## src/rtl/piso_stream_serializer.sv

```systemverilog
`default_nettype none
// ============================================================================
// Module   : piso_stream_serializer
// Purpose  : Parallel-in / serial-out converter. Words arrive over a
//            valid/ready handshake into a one-word holding buffer. From there
//            they move into a shift register that drives a single registered
//            serial wire. The holding buffer refills while a word is shifting,
//            so consecutive words stream out with no idle bit between them.
// Ports    : CLK      - rising-edge clock
//            RESET    - asynchronous active-low reset
//            P_IN     - parallel word (WIDTH bits)
//            P_VALID  - producer has a word on P_IN
//            P_READY  - holding buffer empty, word accepted this cycle
//            S_EN     - shift enable, 0 freezes the serial side
//            S_OUT    - registered serial data
//            S_VALID  - S_OUT carries a word bit
//            S_FIRST  - S_OUT is the first emitted bit of a word
//            S_LAST   - S_OUT is the final emitted bit of a word
//            BUSY     - word held, shifting, or bit on S_OUT
// Revision : 1.0 - initial release
// ============================================================================
module piso_stream_serializer #(
    parameter int WIDTH      = 32,
    parameter bit MSB_FIRST  = 1'b1,
    parameter bit IDLE_LEVEL = 1'b0
) (
    input  logic             CLK,
    input  logic             RESET,
    input  logic [WIDTH-1:0] P_IN,
    input  logic             P_VALID,
    output logic             P_READY,
    input  logic             S_EN,
    output logic             S_OUT,
    output logic             S_VALID,
    output logic             S_FIRST,
    output logic             S_LAST,
    output logic             BUSY
);

    localparam int               c_CNT_W    = $clog2(WIDTH);
    localparam logic [c_CNT_W-1:0] c_CNT_LOAD = c_CNT_W'(WIDTH - 1);
    localparam logic [c_CNT_W-1:0] c_CNT_ONE  = c_CNT_W'(1);

    // Flops and their next-state values
    logic [WIDTH-1:0]   h_q, h_d;
    logic               h_full_q, h_full_d;
    logic [WIDTH-1:0]   sr_q, sr_d;
    logic [c_CNT_W-1:0] cnt_q, cnt_d;
    logic               s_out_q, s_out_d;
    logic               s_valid_q, s_valid_d;
    logic               s_first_q, s_first_d;
    logic               s_last_q, s_last_d;

    // Bit-order dependent views. The shift register always holds only the
    // bits still to be emitted, pre-shifted so the next one sits at the
    // output end; the bit placed on S_OUT is never kept in SR.
    logic               w_load_bit;
    logic [WIDTH-1:0]   w_load_sr;
    logic               w_shift_bit;
    logic [WIDTH-1:0]   w_shift_sr;
    logic               w_accept;

    if (MSB_FIRST) begin : g_msb_first
        assign w_load_bit  = h_q[WIDTH-1];
        assign w_load_sr   = {h_q[WIDTH-2:0], 1'b0};
        assign w_shift_bit = sr_q[WIDTH-1];
        assign w_shift_sr  = {sr_q[WIDTH-2:0], 1'b0};
    end else begin : g_lsb_first
        assign w_load_bit  = h_q[0];
        assign w_load_sr   = {1'b0, h_q[WIDTH-1:1]};
        assign w_shift_bit = sr_q[0];
        assign w_shift_sr  = {1'b0, sr_q[WIDTH-1:1]};
    end

    // Ready depends only on state, never on P_VALID
    assign w_accept = P_VALID & ~h_full_q;

    always_comb begin
        h_d       = h_q;
        h_full_d  = h_full_q;
        sr_d      = sr_q;
        cnt_d     = cnt_q;
        s_out_d   = s_out_q;
        s_valid_d = s_valid_q;
        s_first_d = s_first_q;
        s_last_d  = s_last_q;

        // Serial side: everything holds while S_EN is low
        if (S_EN) begin
            if (cnt_q != '0) begin
                s_out_d   = w_shift_bit;
                sr_d      = w_shift_sr;
                cnt_d     = cnt_q - c_CNT_ONE;
                s_valid_d = 1'b1;
                s_first_d = 1'b0;
                s_last_d  = (cnt_q == c_CNT_ONE);
            end else if (h_full_q) begin
                s_out_d   = w_load_bit;
                sr_d      = w_load_sr;
                cnt_d     = c_CNT_LOAD;
                h_full_d  = 1'b0;
                s_valid_d = 1'b1;
                s_first_d = 1'b1;
                s_last_d  = 1'b0;
            end else begin
                s_out_d   = IDLE_LEVEL;
                s_valid_d = 1'b0;
                s_first_d = 1'b0;
                s_last_d  = 1'b0;
            end
        end

        // An accept needs an empty buffer and a drain needs a full one, so
        // this never overrides the drain above.
        if (w_accept) begin
            h_d      = P_IN;
            h_full_d = 1'b1;
        end
    end

    always_ff @(posedge CLK or negedge RESET) begin
        if (!RESET) begin
            h_q       <= '0;
            h_full_q  <= 1'b0;
            sr_q      <= '0;
            cnt_q     <= '0;
            s_out_q   <= IDLE_LEVEL;
            s_valid_q <= 1'b0;
            s_first_q <= 1'b0;
            s_last_q  <= 1'b0;
        end else begin
            h_q       <= h_d;
            h_full_q  <= h_full_d;
            sr_q      <= sr_d;
            cnt_q     <= cnt_d;
            s_out_q   <= s_out_d;
            s_valid_q <= s_valid_d;
            s_first_q <= s_first_d;
            s_last_q  <= s_last_d;
        end
    end

    assign P_READY = ~h_full_q;
    assign S_OUT   = s_out_q;
    assign S_VALID = s_valid_q;
    assign S_FIRST = s_first_q;
    assign S_LAST  = s_last_q;
    assign BUSY    = h_full_q | (cnt_q != '0) | s_valid_q;

endmodule
`default_nettype wire

```

## config.mk

```make
export PLATFORM = sky130hd
export DESIGN_NAME = piso_stream_serializer
export DESIGN_NICKNAME = d
export VERILOG_FILES = /design/src/rtl/piso_stream_serializer.sv
export SDC_FILE = /design/constraint.sdc
export NUM_CORES = 1
export LEC_CHECK = 0
export CORE_MARGIN = 3
export CORE_UTILIZATION = 57
export DETAILED_ROUTE_END_ITERATION = 7
export GPL_ROUTABILITY_DRIVEN = 0
export GPL_TIMING_DRIVEN = 0
export PLACE_DENSITY = 0.87
export SLEW_MARGIN = 20
export SYNTH_ARGS = -nofsm -noshare
export SYNTH_HDL_FRONTEND = slang
export SYNTH_SLANG_ARGS = --single-unit
```

## constraint.sdc

```tcl
create_clock -name CLK -period 3.6 [get_ports CLK]
set_input_delay 0.72 -clock CLK [delete_from_list [all_inputs] [get_ports CLK]]
set_output_delay 0.72 -clock CLK [all_outputs]
set_load 0.02 [all_outputs]
```

== Word-level counts from Yosys, hierarchy flattened ==
Index checks and enable logic that the tools add are counted.

* Flip-flop bits (word level): 74
* Bits of input ports: 36
* Output and inout port bits: 6

* Add/subtract/negate cells: 1
* Equal/unequal tests: 2
* Multiplexer cells: 13
* Bitwise operators: 4
* Reduce and logical (&&, ||, !) cells: 5

{| class="wikitable"
|+ Operator list
! kind !! count
|-
| $mux 32 || 2
|-
| $mux 5 || 2
|-
| $mux 1 || 9
|-
| $eq 5x1->1 const B || 1
|-
| $reduce_bool 5->1 || 1
|-
| $sub 5x1->5 const B || 1
|-
| $reduce_and 2->1 || 2
|-
| $reduce_bool 2->1 || 2
|-
| $ne 2x2->1 const B || 1
|-
| $or 1x1->1 || 2
|-
| $and 1x1->1 || 1
|-
| $not 1->1 || 1
|}

== Logic depth before layout (Yosys ltp) ==
Gate-level depths: netlist (run 1).

* Depth after elaboration: 4
* Gate-level depth with buffers: 7
* Depth with buffers taken out: 5

== Worst setup path before layout (run 1) ==
OpenSTA, ideal clock, no wires.

* Kind: flip-flop to output port
* Start: register cnt_q[0]
* End: output BUSY
* Arrival time: 1.455 ns
* Data required time: 2.880 ns
* Slack: 1.425 ns
* Cell stages (with the launch flop): 7
* Path buffers: 2
* Cell sequence: dfrtp_1 inv_1 ha_1 nor4b_2 buf_6 buf_8 nand3_1

* Word-level cells in the longest chain between the ends: 3

{| class="wikitable"
|+ RTL lines
! what !! RTL line !! source
|-
| start, declared || 48 || <nowiki>logic [c_CNT_W-1:0] cnt_q, cnt_d;</nowiki>
|-
| start signal, assigned || 135 || <nowiki>cnt_q <= cnt_d;</nowiki>
|-
| $reduce_bool 5->1 || 148 || <nowiki>assign BUSY = h_full_q | (cnt_q != '0) | s_valid_q;</nowiki>
|-
| $or 1x1->1 (2 in series) || 148 ||
|-
| end, declared || 37 || <nowiki>output logic BUSY</nowiki>
|}

No other way between the ends.

== Worst setup path in the final report (run 1) ==
Same ends and word-level chain as after synthesis.

==> results of run 1 <==
-- worst reg2reg max path, stage by stage (launching register included) --
cell       delay [ns]
dfrtp_1          0.42
inv_1            0.13
ha_1             0.25
nor4b_2          0.28
buf_6            0.22
buf_12           0.16
mux2i_1          0.22
a2bb2oi_1        0.10
-- per-layer routing --
layer	GRT usage (%)	vias up
met2	31.0	41
met4	4.01	0
met1	26.3	1077
met3	6.65	5
met5	0	-
li1	-	1021
-- cells by family (layout without fill, tap and decap cells) --
| group | count (synthesis) | in the layout | synth area share (%) |
|---|---|---|---|
| flops | 73 | 73 | 54.3 |
| simple gates | 46 | 46 | 8.40 |
| mux | 65 | 65 | 20.6 |
| fa+ha+maj | 3 | 3 | 1.12 |
| buf+inv | 25 | 83 | 4.61 |
| compound gates | 44 | 44 | 11.0 |
-- metrics by stage --
step | setup WS, ns | utilization [%] | hold slack (ns) | area [um2]
3_3_place_gp | -0.633 | 68.9 | 0.465 | 3870
6_report | 0.402 | 73.4 | 0.324 | 4110
4_1_cts | 0.412 | 73.4 | 0.334 | 4110
3_5_place_dp | 0.827 | 69.3 | 0.470 | 3880
2_1_floorplan | 1.43 | - | 0.424 | 3370
5_1_grt | 0.286 | 73.4 | 0.342 | 4110
-- layout make-up --
type                       instances  share of cell area, %
sequential                        73                   44.4
multi-input combinational        158                   33.6
timing repair buffer              42                   10.4
clock buffer                      12                   3.77
buffer                            19                   3.22
tap                               72                   2.19
clock inverter                     4                   1.82
inverter                           6                  0.547
-- placed cells by master, fill, tap and decap left out, drive strengths merged, types with 6 or more instances in the layout --
cell and n:
a2bb2oi 30, buf 13, clkbuf 20, clkdlybuf4s50 40, dfrtp 73, inv 6
mux2 34, mux2i 31, nand2b 30
-- worst min path at each step --
stage | to | start | cells past startpoint
floorplan | S_FIRST$_DFFE_PN0P_ | RESET | 0
global placement | h_q[9]$_DFFE_PN0P_ | h_q[9]$_DFFE_PN0P_ | 1
detailed placement | h_q[9]$_DFFE_PN0P_ | h_q[9]$_DFFE_PN0P_ | 1
CTS | h_q[2]$_DFFE_PN0P_ | RESET | 1
global route | cnt_q[3]$_DFFE_PN0P_ | RESET | 1
finish | cnt_q[3]$_DFFE_PN0P_ | RESET | 1
-- flip-flops by register name, summed over array words and instances, names as in the netlist --
signal	flops
h_q	32
sr_q	31
cnt_q	5
S_FIRST	1
S_LAST	1
S_OUT	1
S_VALID	1
h_full_q	1
-- report_power, final --
part | total, uW | leakage, uW | switching (uW) | internal, uW
Combinational | 886 | 0.000783 | 343 | 544
Clock | 725 | 0.000109 | 297 | 428
Sequential | 1370 | 0.000823 | 200 | 1170
==> results by group, run 1 <==
STA
  • RSZ-0062 raised after global routing: no
  • Max_slew headroom: 67.6%
  • Final Max Tran Viols: 0
  • Final min period: about 3.2 ns
  • Fmax: ~0.31 GHz
  • Worst-Margin Slew: approximately 0.49 ns
  • Setup Total Neg Slack: 0 ns
  • Final Setup Violations: 0
  • Hold Fails Final Rpt: 0
  • Crit share post-route: 88.8%
  • Clk_skew: between 0.007 and 0.008 ns

Clock network
  • # Post-CTS Setup Buffers: 0
  • Cts hold-fix bufs: 0
  • Cts bufs inserted: 9
  • CTS resizes: 0
  • CTS clk-pin slew, worst paths: ~0.070 ns
  • CTS tree: built
  • Clk Tree Root Cell: clkbuf_8
  • Longest Clk Path Bufs: 2
  • Clock latency at the later pin of the worst-skew pair: 0.35 ns
  • H-tree depth: 3
  • CTS Sinks: between 70 and 80

Finish
  • Multi-input logic area: roughly 1400 um2
  • Ant diodes: 0
  • Seq. cell area: around 1800 um2
  • Area grow syn2layout: 22.2%
  • Nets: approximately 350
  • Layout cells sized above 1: between 20% and 30%
  • Fillers: between 400 and 500
  • Fin cells: approximately 390

Global route
  • Overall track demand over capacity in global routing: between 15 and 20%
  • Grt ovf: 0
  • Antenna violations before repair: 0
  • Vias in the first global route: 2,184
  • Largest net degree at the start of global routing: 39
  • First-pass GRT wire length: 10.8 mm

Run status
  • Status: completed

Synth
  • Post-synth EDFFs: 0
  • Post-synthesis async set-or-reset flop share: 100%
  • Register bit count reported by yosys: 73
  • Syn_area_per_cell: between 10 and 15 um2
  • Mapped Cells: between 200 and 300
  • Count leader, synth: dfrtp_1
  • Synth warnings: 0
  • Largest area contributor in the netlist: dfrtp_1
  • Post-Syn Area: approximately 3400 um2
  • Synth unique cells: 32
  • Top cells by count, synth: 73 x dfrtp_1, 33 x mux2_2, 31 x mux2i_1
  • Synth Net Count: ~300
  • Top area cells in the synthesized netlist: dfrtp_1 54%, mux2_2 11%, mux2i_1 9.2%, a2bb2oi_1 7.8%, nand2b_1 5.6%
  • Top_reg_cell synth: dfrtp_1
  • Register area share after synthesis: between 50% and 60%
  • Synth top area share: 54.3%

Drt
  • DR top layer: met4
  • Routed length per instance: about 16 um
  • Vias: around 2.1k
  • Total wire length: around 6 mm
  • Final ANT Viol Nets: 0
  • Met2 WL: around 3 mm
  • Residual DRC: 0
  • Pre-Repair DR Iteration Count: 4
  • Detailed Route Iter0 Violations: approximately 120
  • DR WL met3: roughly 220 um
  • Vias per cell: 5.55
  • Wl on met1: ~2.7 mm

Critical path
  • Worst stage delay on the critical path: 0.56 ns
  • Critical path class: reg -> out
  • Crit path cell chain: inv_1, ha_1, nor4b_2, buf_6, buf_8, nand3_1, clkdlybuf4s50_1
  • Cell count along the critical path: 7
  • Worst EP required: between 2 and 3 ns
  • Crit path DAT: around 2.5 ns
  • RR Endpoint: sr_q[21]$_DFFE_PN0P_
  • Buf+Inv Stages, Crit Path: 4
  • CP Launch Type: register
  • Worst Setup SP: cnt_q[0]$_DFFE_PN0P_
  • Crit path to: BUSY
  • Worst r2r src: cnt_q[0]$_DFFE_PN0P_
  • Worst setup EP type: output pin
  • Reg2Reg Depth: 7
  • Crit-path leading delay family: buffers and inverters
  • Slowest CP cell: clkdlybuf4s50_1
  • Reg2reg setup slack: approximately 1.7 ns
  • CP Max Fanout: 10

Power
  • PwrDens: just over 700 nW/um2
  • Tot Pwr: 2990 uW
  • Leak: about 0.0017 uW
  • Max IR drop VDD: 0.000464 V

Hold path
  • Hold WC Path Type: in -> async

Floorplan
  • Core area: 5610 um2
  • Die height: 82.8 um
  • Rows: 27
  • Initial Util: 60.0%
  • Die Width: 82.8 um
  • Die footprint: 6860 um2
  • # IOs: 42

Placed design
  • Placed cells: 370
  • Dpl hpwl: between 4 and 5 mm
  • I/O Buffers: ~40

Run
  • Max_cap viols: 0
Note: power is estimated with default switching activity, not from simulation.
==> inputs of run 2 (changes only) <==
Settings changed: CTS_CLUSTER_SIZE set to 28.
==> results of run 2 <==
No change in the layout: final DEF, timing and power equal those of run 1.
==> inputs of run 3 (changes only) <==
Settings changed: REMOVE_ABC_BUFFERS set to 1.
Clock period 3.6 ns to 4.2 ns, I/O delays scaled along.
==> results by group, run 3 (synthesized netlist as in run 1, its figures left out) <==
Critical path
  • Worst stage delay on the critical path: 0.65 ns (+0.09 ns)
  • Worst EP required: 3.36 ns (+0.48 ns)
  • Worst setup EP type: output pin
  • Crit path DAT: 2.71 ns (+0.23 ns)
  • Crit path cell chain: inv_1, ha_1, nor4b_4, buf_6, nand3_1, clkdlybuf4s50_1
  • CP Launch Type: register
  • CP Max Fanout: 9 (-1)
  • Critical path class: reg -> out
  • Slowest CP cell: nor4b_4

Clock network
  • CTS resizes: 0 (unchanged)
  • CTS clk-pin slew, worst paths: 0.07 ns (about the same)
  • Clock latency at the later pin of the worst-skew pair: 0.35 ns (about the same)
  • # Post-CTS Setup Buffers: 0 (unchanged)
  • CTS tree: built
  • Clk Tree Root Cell: clkbuf_8
  • H-tree depth: 3 (unchanged)
  • Cts hold-fix bufs: 0 (unchanged)
  • Cts bufs inserted: 9 (unchanged)
  • Longest Clk Path Bufs: 2 (unchanged)
  • CTS Sinks: 73 (unchanged)

Drt
  • Total wire length: 6.01 mm (-1.7%)
  • Residual DRC: 0 (unchanged)
  • Routed length per instance: 16.2 um (+2.3%)
  • Vias per cell: 5.71 (+2.8%)
  • Vias: 2,118 (-1.2%)
  • Detailed Route Iter0 Violations: 140 (+16%)
  • Pre-Repair DR Iteration Count: 4 (unchanged)
  • Final ANT Viol Nets: 0 (unchanged)

STA
  • RSZ-0062 raised after global routing: no
  • Final min period: 3.55 ns
  • Crit share post-route: 84.5%
  • Max_slew headroom: 44.5% (-23 points)
  • Hold Fails Final Rpt: 0 (unchanged)
  • Final Max Tran Viols: 0 (unchanged)
  • Fmax: 0.282 GHz
  • Worst-Margin Slew: 0.831 ns (+0.345 ns)
  • Final Setup Violations: 0 (unchanged)
  • Clk_skew: 0.00851 ns (+0.00125 ns)

Power
  • Max IR drop VDD: 0.000398 V (-14%)
  • Net Switching: 728 uW (-13%)
  • Switch share: 29.9% (+1.7 points)
  • Comb power frac: 30.2% (+0.5 points)
  • Int Pwr: 1710 uW (-20%)
  • Tot Pwr: 2440 uW (-18%)
  • Power share of the sequential group: 49.2% (+3.2 points)
  • Leak: 0.00166 uW (-3.0%)
  • PwrDens: 606 nW/um2 (-16%)
  • Clk pwr share: 20.6% (-3.7 points)

Floorplan
  • # IOs: 42 (unchanged)
  • Rows: 27 (unchanged)
  • Core area: 5610 um2 (unchanged)
  • Die Width: 82.8 um (unchanged)
  • Die height: 82.8 um (unchanged)
  • Die footprint: 6860 um2 (unchanged)
  • Initial Util: 60.0% (unchanged)

Finish
  • Fin area: 4020 um2 (-2.3%)
  • Nets: 333 (-4.3%)
  • Top reg by flops: h_q
  • Multi-input logic area: 1410 um2 (+1.7%)
  • Biggest regs: h_q (32), sr_q (31), cnt_q (5)
  • Commonest non-fill, non-tap cell in the layout: dfrtp_1
  • Fin cells: 371 (-3.9%)
  • Most frequent cells in the layout: 72 x dfrtp_1, 39 x clkdlybuf4s50_1, 33 x mux2_2
  • Ant diodes: 0 (unchanged)
  • Area grow syn2layout: 19.4%
  • Number of flip-flops in the largest register: 32 (unchanged)
  • Fillers: 396 (-2.9%)
  • Seq. cell area: 1830 um2 (about the same)
  • Layout cells sized above 1: 20.7% (-0.28 points)

Placed design
  • Dpl hpwl: 3.88 mm (-7.1%)
  • Post-Place Cell Area: 3840 um2 (-1.2%)
  • Placed cells: 355 (-4.1%)
  • I/O Buffers: 41 (unchanged)

Global route
  • GR Util met3: 4.86% (-1.8 points)
  • Grt ovf: 0 (unchanged)
  • GR peak layer: met2
  • First-pass GRT wire length: 10.3 mm (-4.9%)
  • Antenna violations before repair: 0 (unchanged)
  • Grt met1 use: 24.3% (-2.0 points)
  • Vias in the first global route: 2,179 (-0.23%)
  • Overall track demand over capacity in global routing: 18.7% (-0.86 points)
  • Met2 Use GR: 29.3% (-1.7 points)
  • Largest net degree at the start of global routing: 52 (+33%)

Run
  • Max_cap viols: 0 (unchanged)

Hold path
  • Hold WC Path Type: in -> async

Run status
  • Status: completed
run 3: changes by cell type in the layout (fill, tap and decap cells not counted), sizes merged:
cell           change
bufinv             -2
clkbuf             -9
buf                -6
clkdlybuf4s50      -1
clkinv             +3
run 3: metal layers:
layer	share of wire [%]	wire, um
met5	0	0
met1	46	2760
met4	1.8	110
met2	48	2890
met3	4.2	252
run 3: cell type report:
cell class | count | share of cell area (%)
Clock buffer | 11 | 3.77
Clock inverter | 5 | 0.747
Inverter | 6 | 0.561
Multi-Input combinational cell | 158 | 35.0
Sequential cell | 73 | 45.5
Tap cell | 72 | 2.24
Timing Repair Buffer | 46 | 12.1
run 3: power groups by stage:
stage | clock (uW) | sequential, uW | combinational [uW]
2_1_floorplan | 0 | 1150 | 571
3_3_place_gp | 0 | 1190 | 697
3_5_place_dp | 0 | 1210 | 739
4_1_cts | 512 | 1200 | 743
5_1_grt | 542 | 1240 | 816
6_report | 502 | 1200 | 735
run 3: path summary, 6_finish.rpt:
kind | start | to | slack (ns) | cells after the start
min in group CLK | h_q[9]$_DFFE_PN0P_ | h_q[9]$_DFFE_PN0P_ | 0.50 | 1
min | RESET | h_q[19]$_DFFE_PN0P_ | 0.39 | 1
max reg2reg | cnt_q[0]$_DFFE_PN0P_ | sr_q[19]$_DFFE_PN0P_ | 1.57 | 8
min reg2reg | h_q[9]$_DFFE_PN0P_ | h_q[9]$_DFFE_PN0P_ | 0.50 | 1
max | cnt_q[0]$_DFFE_PN0P_ | BUSY | 0.65 | 6
max in group asynchronous | RESET | h_full_q$_DFFE_PN0P_ | 3.27 | 2
run 3: through the flow:
stage / utilization, % / TNS, ns / setup WS (ns) / hold WS [ns]
detailed placement: 68.4 / 0 / 1.03 / 0.482
finish: 71.6 / 0 / 0.650 / 0.386
global route: 71.6 / 0 / 0.477 / 0.392
global placement: 66.6 / -68.57 / -1.87 / 0.474
floorplan: - / -13.40 / -0.652 / 0.448
CTS: 71.6 / 0 / 0.628 / 0.382
run 3: worst max-delay path: cells and delay by family, from the launching register on:
kind	cells	cell delay (ns)
adders and majority gates	1	0.26
buffers and inverters	3	0.95
DFF	1	0.41
and+or+nand+nor	2	0.74
==> edit, RTL diff (flow settings as in run 3) <==
Change the parameter `WIDTH` from 32 to 64.
--- a/src/rtl/piso_stream_serializer.sv
+++ b/src/rtl/piso_stream_serializer.sv
@@ -20,7 +20,7 @@
 // Revision : 1.0 - initial release
 // ============================================================================
 module piso_stream_serializer #(
-    parameter int WIDTH      = 32,
+    parameter int WIDTH      = 64,
     parameter bit MSB_FIRST  = 1'b1,
     parameter bit IDLE_LEVEL = 1'b0
 ) (
Ports: changed (resized P_IN); port bits go from 42 to 74. The function was not compared with the original's and may differ.
==> edit against run 3 <==
  * Global-route usage up 4.1 points
  * Design area up 110%
  * Synthesized area up 110%
  * Sequential cell count up 65
  * Worst setup slack worse by 0.17 ns
  * Routed wire length up 140%
  * Sequential power up 88%
  * Power up 130%
==> edit: results (changes against run 3) <==
- Status: finished clean
- Clock Latency Late Sink: 0.42 ns (+0.07 ns)
- Post-Place Cells: 795 (+120%)
- Invs w/o clock: 69 (+63)
- Port Buffer Count: 73 (+78%)
- DRT iter0 DRCs: 461 (+230%)
- Clk tree area frac: 7.96% (+3.4 points)
- Final #Nets: 741 (+120%)
- Clk root buf: clkbuf_16
- Register area share after synthesis: 50.0% (-4.2 points)
- Post-Synth Adder-Cell Area: 0.363% (-0.75 points)
- GRT Util Overall: 22.8% (+4.1 points)
- Non-clock buffer count: 89 (+93%)
- First-pass GRT wire length: 24100 µm (+130%)
- Core Rows: 39 (+44%)
- Buffer share of cell area: 11.7% (-0.41 points)
- Clk_skew: 0.00795 ns (-0.000561 ns)
- # fillers: 784 (+98%)
- CTS Buf Count: 17 (+8)
- Post-Layout Cell Count: 827 (+120%)
- H-tree depth: 4 (+1)
- Cell count after synthesis: 615 (+140%)
- CP max FO: 71 (+62)
- Vias: 4737 (+120%)
- Sequential cell area: 3450 µm² (+89%)
- Fraction of layout cells with a size suffix above 1: 23.4% (+2.7 points)
- Largest net degree at the start of global routing: 86 (+65%)
- Comb_multi_in: 356 (+130%)
- Hpwl dp: 8740 µm (+130%)
- Final wirelength: 14300 µm (+140%)
- CTS Sinks: 138 (+89%)
- Leak: 3.75 nW (+130%)
- Multiplexer share of the synthesized area: 10.6% (-10 points)
- Placed cell areas: 7810 µm² (+100%)
- Pre-CTS setup slack: 0.967 ns (-0.0604 ns)
- Clock buffer count: 20 (+9)
edit: changes by cell type after synthesis, moves of 16 or more:
cell | before | now
a221oi_1 | 0 | 22
buf_2 | 6 | 23
a21oi_1 | 4 | 65
a2bb2oi_1 | 30 | 1
mux2_2 | 33 | 63
clkbuf_1 | 6 | 22
nand2b_1 | 30 | 63
inv_1 | 6 | 69
mux2i_1 | 31 | 2
dfrtp_1 | 73 | 138
nor2b_1 | 2 | 63
a221oi_2 | 0 | 40
edit: path summary, 6_finish.rpt:
| path | slack [ns] | cells after the start | to |
|---|---|---|---|
| hold reg to reg | 0.51 | 1 | h_q[38] |
| max in group asynchronous | 3.14 | 2 | h_q[18] |
| hold / removal | 0.32 | 1 | h_q[48] |
| min in group CLK | 0.51 | 1 | h_q[38] |
| setup reg to reg | 1.41 | 7 | sr_q[6] |
| setup / recovery | 0.48 | 6 | BUSY |
edit: worst max-delay path: cells and delay by family (launching register included):
family	cells	cell delay [ns]
flip-flops	1	0.41
adder cells (fa/ha/maj)	1	0.66
AND/OR/NAND/NOR	3	0.69
buffers and inverters	2	0.67
edit: kinds of logic (layout without fill, tap and decap cells):
logic type	count (synthesis)	in the layout
AO/OA/AOI/OAI	145	145
multiplexers	65	65
buffers and inverters	121	190
AND/OR/NAND/NOR	144	144
adder cells (fa/ha/maj)	2	2
flip-flops	138	138
edit: metal layers:
metal | routed length [µm] | vias up | global-route usage, %
met2 | 7420 | 120 | 38.8
met4 | 164 | 0 | 7.04
met1 | 6020 | 2371 | 28.5
li1 | - | 2229 | -
met5 | 0 | - | 0
met3 | 681 | 17 | 5.95
edit: report_power, final:
part | internal, mW | switching [mW]
Sequential | 1.91 | 0.345
Combinational | 0.820 | 0.749
Clock | 1.14 | 0.559
